==> config.mk <==
export PLATFORM = sky130hd
export DESIGN_NAME = hamming_secded_stream_dec
export DESIGN_NICKNAME = d
export VERILOG_FILES = /design/src/rtl/hamming_secded_stream_dec.sv
export SDC_FILE = /design/constraint.sdc
export NUM_CORES = 1
export LEC_CHECK = 0
export CAP_MARGIN = 10
export CORE_MARGIN = 5
export CORE_UTILIZATION = 38
export DETAILED_ROUTE_END_ITERATION = 12
export HOLD_SLACK_MARGIN = 0.08
export PLACE_DENSITY_LB_ADDON = 0.25
export SETUP_SLACK_MARGIN = 0.2
export SLEW_MARGIN = 20
export SYNTH_ARGS = -nofsm -noshare
export SYNTH_HDL_FRONTEND = slang
export SYNTH_SLANG_ARGS = --single-unit
==> constraint.sdc <==
create_clock -name clk -period 2.2 [get_ports clk]
set_input_delay 0.33 -clock clk [delete_from_list [all_inputs] [get_ports clk]]
set_output_delay 0.33 -clock clk [all_outputs]
set_load 0.01 [all_outputs]
==> src/rtl/hamming_secded_stream_dec.sv <==
// Purpose: streaming SECDED (extended Hamming) decoder with optional single-bit correction and saturating error counters.
// Latency: 2 cycles from accept to out_valid (syndrome stage, then classify/correct stage).
// Backpressure: valid/ready on both sides; in_ready drops only when both stages are full and out_ready is low.
module hamming_secded_stream_dec #(
  parameter int DATA_W = 4,
  parameter int CNT_W  = 16,
  // Smallest r with 2^r >= DATA_W+r+1, written out for the legal 4..57 range.
  localparam int PAR_W  = (DATA_W <= 4) ? 3 : (DATA_W <= 11) ? 4 : (DATA_W <= 26) ? 5 : 6,
  localparam int CODE_W = DATA_W + PAR_W + 1
) (
  input  logic              clk,
  input  logic              rst_n,
  input  logic              in_valid,
  output logic              in_ready,
  input  logic [CODE_W-1:0] code_in,
  input  logic              correct_en,
  output logic              out_valid,
  input  logic              out_ready,
  output logic [DATA_W-1:0] data_out,
  output logic              single_error,
  output logic              double_error,
  output logic [PAR_W:0]    err_pos,
  input  logic              cnt_clr,
  output logic [CNT_W-1:0]  single_cnt,
  output logic [CNT_W-1:0]  double_cnt
);

  // Highest real Hamming position; syndromes above it cannot be a single error.
  localparam logic [PAR_W:0] LAST_POS = (PAR_W+1)'(CODE_W - 1);
  // Reported position for an error on the overall parity bit (code_in[0]).
  localparam logic [PAR_W:0] OVR_POS  = {1'b1, {PAR_W{1'b0}}};

  // Hamming position of the k-th data bit (k-th non-power-of-two position).
  function automatic int data_pos(input int k);
    int n;
    int res;
    n   = 0;
    res = 0;
    for (int j = 3; j < CODE_W; j++) begin
      if ((j & (j - 1)) != 0) begin
        if (n == k) res = j;
        n++;
      end
    end
    return res;
  endfunction

  // Stage 1 state: only the data bits of the codeword are kept, since the
  // parity bits are fully consumed by the syndrome and overall parity.
  logic              s1_vld;
  logic [DATA_W-1:0] s1_data;
  logic              s1_cen;
  logic [PAR_W-1:0]  s1_syn;
  logic              s1_ovr;

  logic [PAR_W-1:0]  syn_c;
  logic              ovr_c;
  logic [DATA_W-1:0] raw_c;
  logic [DATA_W-1:0] dec_data;

  logic              s2_adv;
  logic              xfer;
  logic              syn_nz;
  logic              syn_big;
  logic              single_c;
  logic              double_c;
  logic              fix_en;
  logic [PAR_W:0]    pos_c;

  assign s2_adv   = !out_valid || out_ready;
  assign in_ready = !(s1_vld && out_valid && !out_ready);
  assign xfer     = out_valid && out_ready;

  // Syndrome: bit i is the parity of all positions whose index has bit i set.
  always_comb begin
    syn_c = '0;
    for (int j = 1; j < CODE_W; j++) begin
      for (int i = 0; i < PAR_W; i++) begin
        if (((j >> i) & 1) != 0) syn_c[i] = syn_c[i] ^ code_in[j];
      end
    end
  end

  assign ovr_c = ^code_in;

  // Data bit gather and (optional) correction: a data bit flips only when the
  // syndrome names its own position.
  for (genvar k = 0; k < DATA_W; k++) begin : g_data
    localparam int P = data_pos(k);
    assign raw_c[k]    = code_in[P];
    assign dec_data[k] = s1_data[k] ^ (fix_en && (s1_syn == PAR_W'(P)));
  end

  // Classify the stage-1 word into none / single / double.
  always_comb begin
    syn_nz   = |s1_syn;
    syn_big  = {1'b0, s1_syn} > LAST_POS;
    single_c = s1_ovr && !syn_big;
    double_c = (syn_nz && !s1_ovr) || (s1_ovr && syn_big);
    fix_en   = single_c && s1_cen;
    pos_c    = '0;
    if (single_c) pos_c = syn_nz ? {1'b0, s1_syn} : OVR_POS;
  end

  // Stage 1 register: loads whenever there is room, otherwise holds.
  always_ff @(posedge clk or negedge rst_n) begin
    if (!rst_n) begin
      s1_vld  <= 1'b0;
      s1_data <= '0;
      s1_cen  <= 1'b0;
      s1_syn  <= '0;
      s1_ovr  <= 1'b0;
    end else if (in_ready) begin
      s1_vld <= in_valid;
      if (in_valid) begin
        s1_data <= raw_c;
        s1_cen  <= correct_en;
        s1_syn  <= syn_c;
        s1_ovr  <= ovr_c;
      end
    end
  end

  // Stage 2 register: output slot, frozen while the result is not taken.
  always_ff @(posedge clk or negedge rst_n) begin
    if (!rst_n) begin
      out_valid    <= 1'b0;
      data_out     <= '0;
      single_error <= 1'b0;
      double_error <= 1'b0;
      err_pos      <= '0;
    end else if (s2_adv) begin
      out_valid <= s1_vld;
      if (s1_vld) begin
        data_out     <= dec_data;
        single_error <= single_c;
        double_error <= double_c;
        err_pos      <= pos_c;
      end
    end
  end

  // Error counters: count per transferred result, saturate, clear wins.
  always_ff @(posedge clk or negedge rst_n) begin
    if (!rst_n) begin
      single_cnt <= '0;
      double_cnt <= '0;
    end else if (cnt_clr) begin
      single_cnt <= '0;
      double_cnt <= '0;
    end else if (xfer) begin
      if (single_error && (single_cnt != '1)) single_cnt <= single_cnt + 1'b1;
      if (double_error && (double_cnt != '1)) double_cnt <= double_cnt + 1'b1;
    end
  end

endmodule
# After elaboration in Yosys (flattened, before gate mapping)
# Index checks and enable logic that the tools add are counted.
# totals
regBits,53
elab_cells,67
# op_classes
addsub,2
n_eq_ne,6
n_mux,8
n_bitwise,14
reduce_logical,25
# op_table
cell,count
$mux 16,6
$add 16x1->16 const B,2
$ne 16x16->1 const B,2
$xor 1x1->1,13
$logic_and 1x1->1,11
$eq 3x3->1 const B,3
$mux 4,2
$reduce_and 2->1,4
$reduce_xor 8->1,1
$reduce_bool 2->1,3
$logic_not 1->1,4
$eq 3x2->1 const B,1
$reduce_or 3->1,1
$logic_or 1x1->1,1
$not 1->1,1

# Longest topological paths before layout
# Gate-level depths: netlist of run 1.
# depth
word_depth,5
mapped_depth,6
depth_no_buf,5

# Worst setup path before layout of run 1
# No wires, ideal clock.
# synth_path
path_type,register to register
start,register single_cnt[2]
end,register single_cnt[9]
setup_ns,0.077
arrival_ns,1.845
t_required_ns,2.123
slack_ns,0.278
stages_incl_launch_ff,6
cell_sequence,dfrtp_1 -> nand3_2 -> or4_1 -> buf_2 -> or4_1 -> a21oi_1
# synth_between
elab_chain_len,4
elab_cells_between_ends,8
classes_between,add/sub (1); eq/ne (1); mux (3); reduce/logical (3)
# synth_lines
item,line_no,source
"start, declared",24,"output logic [CNT_W-1:0] single_cnt,"
"start signal, assigned",152,if (single_error && (single_cnt != '1)) single_cnt <= single_cnt + 1'b1;
$add 16x1->16 or $ne 16x16->1 (tied branches),152,
$mux 16 or $logic_and 1x1->1 (tied branches),152,
$mux 16 or $reduce_bool 2->1 (tied branches),n/a,
$mux 16 or $reduce_and 2->1 (tied branches),n/a,
# Parallel ways exist; a longest one is shown, timed or not. The select of a mux whose other input is x is not followed.
# A chain may end at the register's enable or synchronous reset.

# Worst setup path after layout of run 1
# layout_path
start,register single_cnt[7]
end,register single_cnt[0]
# layout_between
elab_chain_len,4
# layout_lines
item,line_no
$ne 16x16->1,152
$logic_and 1x1->1,152
$reduce_bool 2->1 (no line),n/a
$reduce_and 2->1 (no line),n/a
# No other way between the ends.

==> results of run 1 <==
-- placed cells by master (no fill, tap or decap), types with 2 or more instances in the layout --
cell type	synthesis	layout
o21ai_0	14	14
o31ai_1	9	8
nor4_2	0	2
a31oi_1	3	3
mux2i_1	3	3
nand2_1	31	31
buf_4	2	19
dfrtp_2	0	3
nor2b_1	13	13
a311oi_1	2	2
inv_1	8	8
xnor2_1	12	12
nand2b_1	8	8
buf_12	0	2
mux2_2	21	21
and4_1	4	4
dfrtp_1	53	50
nor3_1	7	7
a211oi_1	7	7
nor2_1	23	23
nand4_1	12	12
or4_1	9	8
xor2_1	3	3
clkbuf_8	0	6
clkdlybuf4s50_1	0	55
nand3_1	10	10
nor4_1	5	3
and2_1	3	3
a21oi_1	14	14
and3_2	1	2
and3_1	3	2
-- area by class of cell --
class,count,area share [%]
Clock inverter,2,0.968
Multi-Input combinational cell,230,39.3
Timing Repair Buffer,78,19.3
Tap cell,102,3.29
Sequential cell,53,34.3
Clock buffer,6,2.13
Inverter,8,0.775
-- worst max-delay path, stage by stage (launching register included) --
cell and delay [ns]:
dfrtp_1 0.49, and4_1 0.30, and4_2 0.35, a21oi_1 0.32, mux2_2 0.37
-- registers in the layout, summed over array words and instances, names as in the netlist --
| signal | cells |
|---|---|
| data_out | 4 |
| double_cnt | 16 |
| double_error | 1 |
| err_pos | 4 |
| out_valid | 1 |
| s1_cen | 1 |
| s1_data | 4 |
| s1_ovr | 1 |
| s1_syn | 3 |
| s1_vld | 1 |
| single_cnt | 16 |
| single_error | 1 |
-- how the worst max path moves through the flow --
stage | to | slack, ns
after floorplan | single_cnt[9] | 0.28
after global placement | single_cnt[9] | -0.05
after detailed placement | single_cnt[9] | -0.09
after CTS | single_cnt[12] | 0.23
after global routing | single_cnt[12] | 0.11
final | single_cnt[0] | 0.26
-- kinds of logic after synthesis --
group                    Yosys count  share of synthesized area (%)
AO/OA/AOI/OAI                     49                           10.2
flip-flops                        53                           45.6
adder cells (fa/ha/maj)            2                          0.860
buffers and inverters             20                           3.18
AND/OR/NAND/NOR                  139                           26.1
multiplexers                      25                           9.55
XOR/XNOR                          15                           4.52
-- where the power goes --
group | internal, W | switching [W] | total, W
registers | 0.00108 | 0.000110 | 0.00119
logic | 0.000274 | 0.000220 | 0.000494
clock network | 0.000371 | 0.000332 | 0.000703
-- metrics by stage --
step | instance area [um2] | setup TNS (ns) | utilization (%) | worst slack, ns
after CTS | 3830 | 0 | 50.3 | 0.234
final | 3880 | 0 | 51.0 | 0.261
after global placement | 3700 | -0.152 | 48.6 | -0.0520
after detailed placement | 3700 | -0.395 | 48.6 | -0.0865
after global routing | 3880 | 0 | 51.0 | 0.113
after floorplan | 2910 | 0 | - | 0.278
-- routing by layer --
| metal | share of wire, % | wire length (um) | up-vias |
|---|---|---|---|
| li1 | - | - | 1247 |
| met1 | 47 | 3280 | 1221 |
| met2 | 48 | 3320 | 48 |
| met3 | 3.9 | 271 | 4 |
| met4 | 0.86 | 60 | 0 |
| met5 | 0 | 0 | - |
-- what timing repair did --
action / in CTS / in global routing
buffers inserted: 0 / 3
hold buffers: 0 / 0
endpoints found under the setup margin: 6 / 10
gates resized for setup: 4 / 7
pin swaps: 0 / 2
==> impl_metrics.ini, run 1 <==
[cells_and_area]
syn_to_final_growth_pct = 33.2
regArea_um2 = 1330
stdcell_count = 479
n_antenna_cell = 0
multi_input_comb_area_um2 = 1520
drive_above_1_share_pct = 17.8
fill_cells = 707
layout.nets = 392

[worst_setup_path]
arrival_ns = 2.13
cp.required_ns = 2.39
path_class = reg -> reg
crit_fanout = 13
cp-start-kind = flip-flop
setup.worst_path.end_class = flip-flop
r2r-end = single_cnt[0]
reg2reg_from = single_cnt[7]
r2r_setup_slack_ns = 0.26
worstRegToRegCells = 4
cp-startpoint = single_cnt[7]

[power]
p_total_w = 0.00239
powerDensity_nw_per_um2 = 615
ir_drop_mv = 0.287
power.leakage_nw = 1.49

[yosys]
ys_seq_area_share_pct = 45.6
netlist_area_um2 = 2910
syn-num-nets = 319
synth_edf_count = 0
syn-mean-instance-area_um2 = 9.60
async_reset_ff_share_pct = 100
yosysWarnings = 0
synth-main-ff-cell = dfrtp_1
postSynthCellCount = 303
synth_common_cells = dfrtp_1, nand2_1, nor2_1
yosys-top-cells-area = dfrtp_1, mux2_2, nand2_1, xnor2_1, nor2_1
yosysTopAreaCell = dfrtp_1
synthDistinctLibCells = 42
synth_top_area_share_pct = 45.6
yosys.cell_count.top_type = dfrtp_1
ys_seq_elements = 53

[sta]
period_needed_ns = 1.94
period_share_pct = 88.1
whs_ns = 0.144
slew_headroom_pct = 53.7
slew_violations = 0
finalHoldViolCount = 0
rsz0062_at_grt = yes
setup_viol = 0
skew_ns = 0.0115
worst_pin_slew_ns = 0.695
clock.fmax_mhz = 516

[cts]
h-tree-depth = 2
cts_tree = yes
clock_sinks = 53
clockRootBuffer = clkbuf_8
clkTransAtPathRegs_ns = 0.10
cts_inserted_buffers = 5
cts_max_path_buffers = 2
clock_latency_ns = 0.31

[route]
wl_per_cell_um = 14.5
vias = 2520
ant_nets = 0
viasPerCell = 5.26
drc_errors = 0
totalWireLength_mm = 6.94
firstDrtPassIters = 4
drtIter0Drc = 86

[grt]
grt-ovfl-total = 0
grt_pass1_vias = 2461
antenna_found_initial = 0
grt_use_met3_pct = 3.09
grt_start_max_net_pins = 54
met1_usage_pct = 18.8
grt.met2_usage_pct = 24.0
groute.usage.overall_pct = 14.4
top_usage_layer = met2
grt_pass1_wl_mm = 11.5

[run]
max_cap_viol_count = 0

[placed_design]
gp_congestion = 0.877
placed_cells = 468
port_buffers = 57
dp_hpwl_mm = 4.86

[floorplanning]
rows = 32
dieArea_um2 = 9510
initial_core_util_pct = 38.2
fp.dieH_um = 97.5
core_region_area_um2 = 7610
io_pins = 58
die_w_um = 97.5

[hold_path]
holdCritPathClass = in -> async

[outcome]
status = finished clean
Power figures use the tool's default switching activity.
==> run 2: changes to the inputs <==
- ABC_CLOCK_PERIOD_IN_PS: unset -> 2200
- REMOVE_ABC_BUFFERS: unset -> 1
==> run 2 against run 1 <==
- clock skew shrank 0.0032 ns
- first-iteration DRC count grew 51%
- worst hold slack lost 0.0098 ns
- combinational power grew 3%
- maximum frequency grew 0.21%
- wire length shrank 0.97%
- sequential share of layout area grew 0.88 points
- largest cell class unchanged
- non-clock buffer count shrank 4
- final cell count shrank 0.84%
- die area is the same
==> impl_metrics.ini, run 2 (same netlist as run 1, synthesis figures left out) <==
[placed_design]
placed_cells = 467
dp_hpwl_mm = 5.08
port_buffers = 57
place_area_um2 = 3670
gp_congestion = 0.839

[floorplanning]
io_pins = 58
die_w_um = 97.5
rows = 32
initial_core_util_pct = 38.2
core_region_area_um2 = 7610
dieArea_um2 = 9510
fp.dieH_um = 97.5

[sta]
finalHoldViolCount = 0
period_needed_ns = 1.93
slew_violations = 0
setup_viol = 0
worst_pin_slew_ns = 0.690
rsz0062_at_grt = no
period_share_pct = 88.0
slew_headroom_pct = 54.0
skew_ns = 0.00827
clock.fmax_mhz = 517

[route]
wl_per_cell_um = 14.5
viasPerCell = 5.25
drtIter0Drc = 130
vias = 2495
ant_nets = 0
totalWireLength_mm = 6.87
firstDrtPassIters = 5
drc_errors = 0

[hold_path]
holdCritPathClass = in -> async

[grt]
antenna_found_initial = 0
grt_pass1_vias = 2500
groute.usage.overall_pct = 14.9
grt-ovfl-total = 0
grt_start_max_net_pins = 54
grt_pass1_wl_mm = 11.9

[worst_setup_path]
arrival_ns = 2.16
r2r-end = single_cnt[12]
cp-startpoint = out_ready
reg2reg_from = single_cnt[1]
worstSetupEndpoint = single_cnt[12]
r2r_setup_slack_ns = 0.27
setup.worst_path.end_class = flip-flop
cp-start-kind = input pin
worstRegToRegCells = 5
cp.required_ns = 2.43
path_class = in -> reg
crit_fanout = 6

[cts]
h-tree-depth = 2
clockRootBuffer = clkbuf_8
cts_inserted_buffers = 5
clock_sinks = 53
clkTransAtPathRegs_ns = 0.09
postCtsSetupBuffers = 0
clock_latency_ns = 0.31
cts_max_path_buffers = 2
cts_tree = yes

[cells_and_area]
final_core_util_pct = 49.6
multi_input_comb_area_um2 = 1510
stdcell_count = 475
layout_common_cells = clkdlybuf4s50_1, dfrtp_1, nand2_1
n_antenna_cell = 0
mostFrequentLayoutCell = clkdlybuf4s50_1
finalInstanceArea_um2 = 3780
layout.nets = 388
regArea_um2 = 1330
drive_above_1_share_pct = 15.5
syn_to_final_growth_pct = 29.8
biggestRegsByFlops = double_cnt: 16 flops, single_cnt: 16 flops
fill_cells = 776

[run]
max_cap_viol_count = 0

[power]
powerDensity_nw_per_um2 = 591
ir_drop_mv = 0.213
power.leakage_nw = 1.44

[outcome]
status = finished clean
[run 2: changes by cell type in the layout (fill, tap and decap cells not counted), sizes merged]
cell | before | now
buf | 22 | 18
bufinv | 1 | 0
clkbuf | 6 | 7
[run 2: layer usage]
layer / part of all wire (%) / up-vias / GRT usage, %
met4: 1.1 / 0 / 3.83
met1: 47 / 1185 / 20.1
met5: 0 / - / 0
met2: 47 / 70 / 24.2
li1: - / 1235 / -
met3: 4.7 / 5 / 3.16
[run 2: worst min-delay path by stage]
stage / from / end / slack [ns] / depth (start not counted)
2_1_floorplan: rst_n / data_out[0] / 0.03 / 0
3_3_place_gp: err_pos[0] / err_pos[0] / 0.46 / 2
3_5_place_dp: data_out[0] / data_out[0] / 0.47 / 2
4_1_cts: rst_n / double_cnt[1] / 0.17 / 2
5_1_grt: rst_n / single_cnt[15] / 0.20 / 2
6_report: rst_n / single_cnt[15] / 0.13 / 2
[run 2: final cells by class]
cell class	instances	share of cell area [%]
Clock buffer	7	2.02
Clock inverter	1	0.199
Inverter	8	0.795
Multi-Input combinational cell	230	40.1
Sequential cell	53	35.2
Tap cell	102	3.38
Timing Repair Buffer	74	18.3
[run 2: timing repair]
item / CTS / global route
gates resized for setup: 2 / 6
hold buffers: 0 / 0
endpoints found under the setup margin: 2 / 10
endpoints found under the hold margin: 0 / 0
pin swaps: 0 / 1
gates cloned: 0 / 0
[run 2: power by group]
| part | switching (W) | internal [W] |
|---|---|---|
| Clock | 0.000321 | 0.000226 |
| Combinational | 0.000226 | 0.000282 |
| Sequential | 0.0000986 | 0.00108 |
| Total | 0.000645 | 0.00159 |
[run 2: worst max-delay path, stage by stage]
cell and delay (ns):
clkdlybuf4s50_1 0.50, buf_4 0.15, nand4_1 0.11, or4_1 0.42, or4_1 0.48, a21oi_1 0.17
[run 2: through the flow]
stage | setup TNS, ns | power [W] | setup slack [ns] | hold slack, ns
final | 0 | 0.00223 | 0.265 | 0.134
after global routing | 0 | 0.00237 | 0.216 | 0.197
after CTS | 0 | 0.00227 | 0.196 | 0.170
after detailed placement | -0.167 | 0.00172 | -0.0607 | 0.471
after global placement | -0.0160 | 0.00171 | -0.00925 | 0.465
after floorplan | 0 | 0.00141 | 0.282 | 0.0344
==> run 3: changes to the inputs <==
- PLACE_DENSITY: unset -> 0.69
- PLACE_DENSITY_LB_ADDON: 0.25 -> unset
==> run 3 against run 2 <==
- critical path depth stayed put
- sequential share of layout area is 0.61 points lower
- largest cell class unchanged
- highest routed layer unchanged
- maximum frequency is 0.25% lower
==> impl_metrics.ini, run 3 (same netlist as run 1, synthesis figures left out) <==
[outcome]
status = finished clean

[cells_and_area]
biggestRegsByFlops = double_cnt: 16 flops, single_cnt: 16 flops
syn_to_final_growth_pct = 32.1
layout.nets = 391
drive_above_1_share_pct = 17.0
regArea_um2 = 1330
n_antenna_cell = 0
layout_common_cells = clkdlybuf4s50_1, dfrtp_1, nand2_1
multi_input_comb_area_um2 = 1530
mostFrequentLayoutCell = clkdlybuf4s50_1
stdcell_count = 478
fill_cells = 722
final_core_util_pct = 50.5

[route]
drc_errors = 0
firstDrtPassIters = 4
wl_per_cell_um = 14.0
drtIter0Drc = 97
ant_nets = 0
wl_met3_um = 284
vias = 2509
totalWireLength_mm = 6.68
top_layer = met4
wl_met1_mm = 3.15
route.met2.wl_mm = 3.17
viasPerCell = 5.25

[sta]
slew_headroom_pct = 72.2
whs_ns = 0.494
slew_violations = 0
skew_ns = 0.00915
setup_viol = 0
worst_pin_slew_ns = 0.415
rsz0062_at_grt = no
clock.fmax_mhz = 516
period_needed_ns = 1.94
fin_ws_ns = 0.260
finalHoldViolCount = 0
period_share_pct = 88.2

[grt]
grt_pass1_wl_mm = 11.7
grt_start_max_net_pins = 54
grt_pass1_vias = 2429
groute.usage.overall_pct = 14.7
antenna_found_initial = 0
grt-ovfl-total = 0

[placed_design]
dp_hpwl_mm = 4.98
gp_congestion = 0.789
dp_slack_ns = -0.117
port_buffers = 57
placed_cells = 468

[worst_setup_path]
path_class = in -> reg
cp-start-kind = input pin
arrival_ns = 2.18
crit_fanout = 3
cp.required_ns = 2.44
slowest_stage = clkdlybuf4s50_1
path_cells = clkdlybuf4s50_1 > buf_4 > nand4_1 > or4_1 > or4_1 > a21oi_1
setup.worst_path.end_class = flip-flop
crit_top_cell = or4_1
slowest_delay_ns = 0.52

[floorplanning]
rows = 32
core_region_area_um2 = 7610
io_pins = 58
die_w_um = 97.5
dieArea_um2 = 9510
initial_core_util_pct = 38.2
fp.dieH_um = 97.5

[cts]
cts_max_path_buffers = 2
clock_sinks = 53
clockRootBuffer = clkbuf_8
clkTransAtPathRegs_ns = 0.11
cts_tree = yes
clock_latency_ns = 0.31
h-tree-depth = 2
cts_inserted_buffers = 5

[power]
ir_drop_mv = 0.320
powerDensity_nw_per_um2 = 587
p_total_w = 0.00225
power.leakage_nw = 1.49

[hold_path]
holdCritPathClass = reg -> reg

[run]
max_cap_viol_count = 0
[run 3: final timing paths]
check,from,cells after the start,slack [ns],endpoint
worst min register to register,data_out[3],2,0.49,data_out[3]
worst max register to register,single_cnt[0],5,0.31,single_cnt[12]
worst max-delay path,out_ready,6,0.26,single_cnt[12]
worst min-delay path,data_out[3],2,0.49,data_out[3]
max in group asynchronous,rst_n,3,1.40,single_cnt[0]
min in group asynchronous,rst_n,3,0.52,double_cnt[5]
[run 3: final cells by class]
| type | instances | share of cell area, % |
|---|---|---|
| multi-input combinational | 230 | 39.8 |
| timing repair buffer | 77 | 19.0 |
| clock inverter | 3 | 0.684 |
| clock buffer | 5 | 1.79 |
| inverter | 8 | 0.782 |
| tap | 102 | 3.32 |
| sequential | 53 | 34.6 |
[run 3: routing by layer]
layer | up-vias | global-route usage (%)
li1 | 1234 | -
met1 | 1211 | 18.9
met2 | 56 | 24.5
met3 | 8 | 3.37
met4 | 0 | 4.26
met5 | - | 0
[run 3: through the flow]
stage | setup TNS, ns | cell area (um2)
6_report | 0 | 3840
5_1_grt | 0 | 3840
4_1_cts | 0 | 3800
3_5_place_dp | -0.549 | 3690
3_3_place_gp | -0.115 | 3690
2_1_floorplan | 0 | 2850
[run 3: timing repair]
action                     CTS  global route
setup buffers                0             1
gates cloned                 0             0
resized for setup            2            10
setup endpoints to repair    2             9
hold buffers                 1             0
hold endpoints to repair    53             0
pin swaps                    0             2
[run 3: report_power, final]
part	leakage, nW	internal [W]	switching (W)
clock network	0.0487	0.000233	0.000347
logic	0.741	0.000273	0.000219
registers	0.698	0.00108	0.000105
total	1.49	0.00158	0.000670
[run 3: worst max-delay path: cells and delay by family]
family	cells	cell delay, ns
buf+inv	2	0.66
simple gates	3	1.04
compound gates	1	0.15
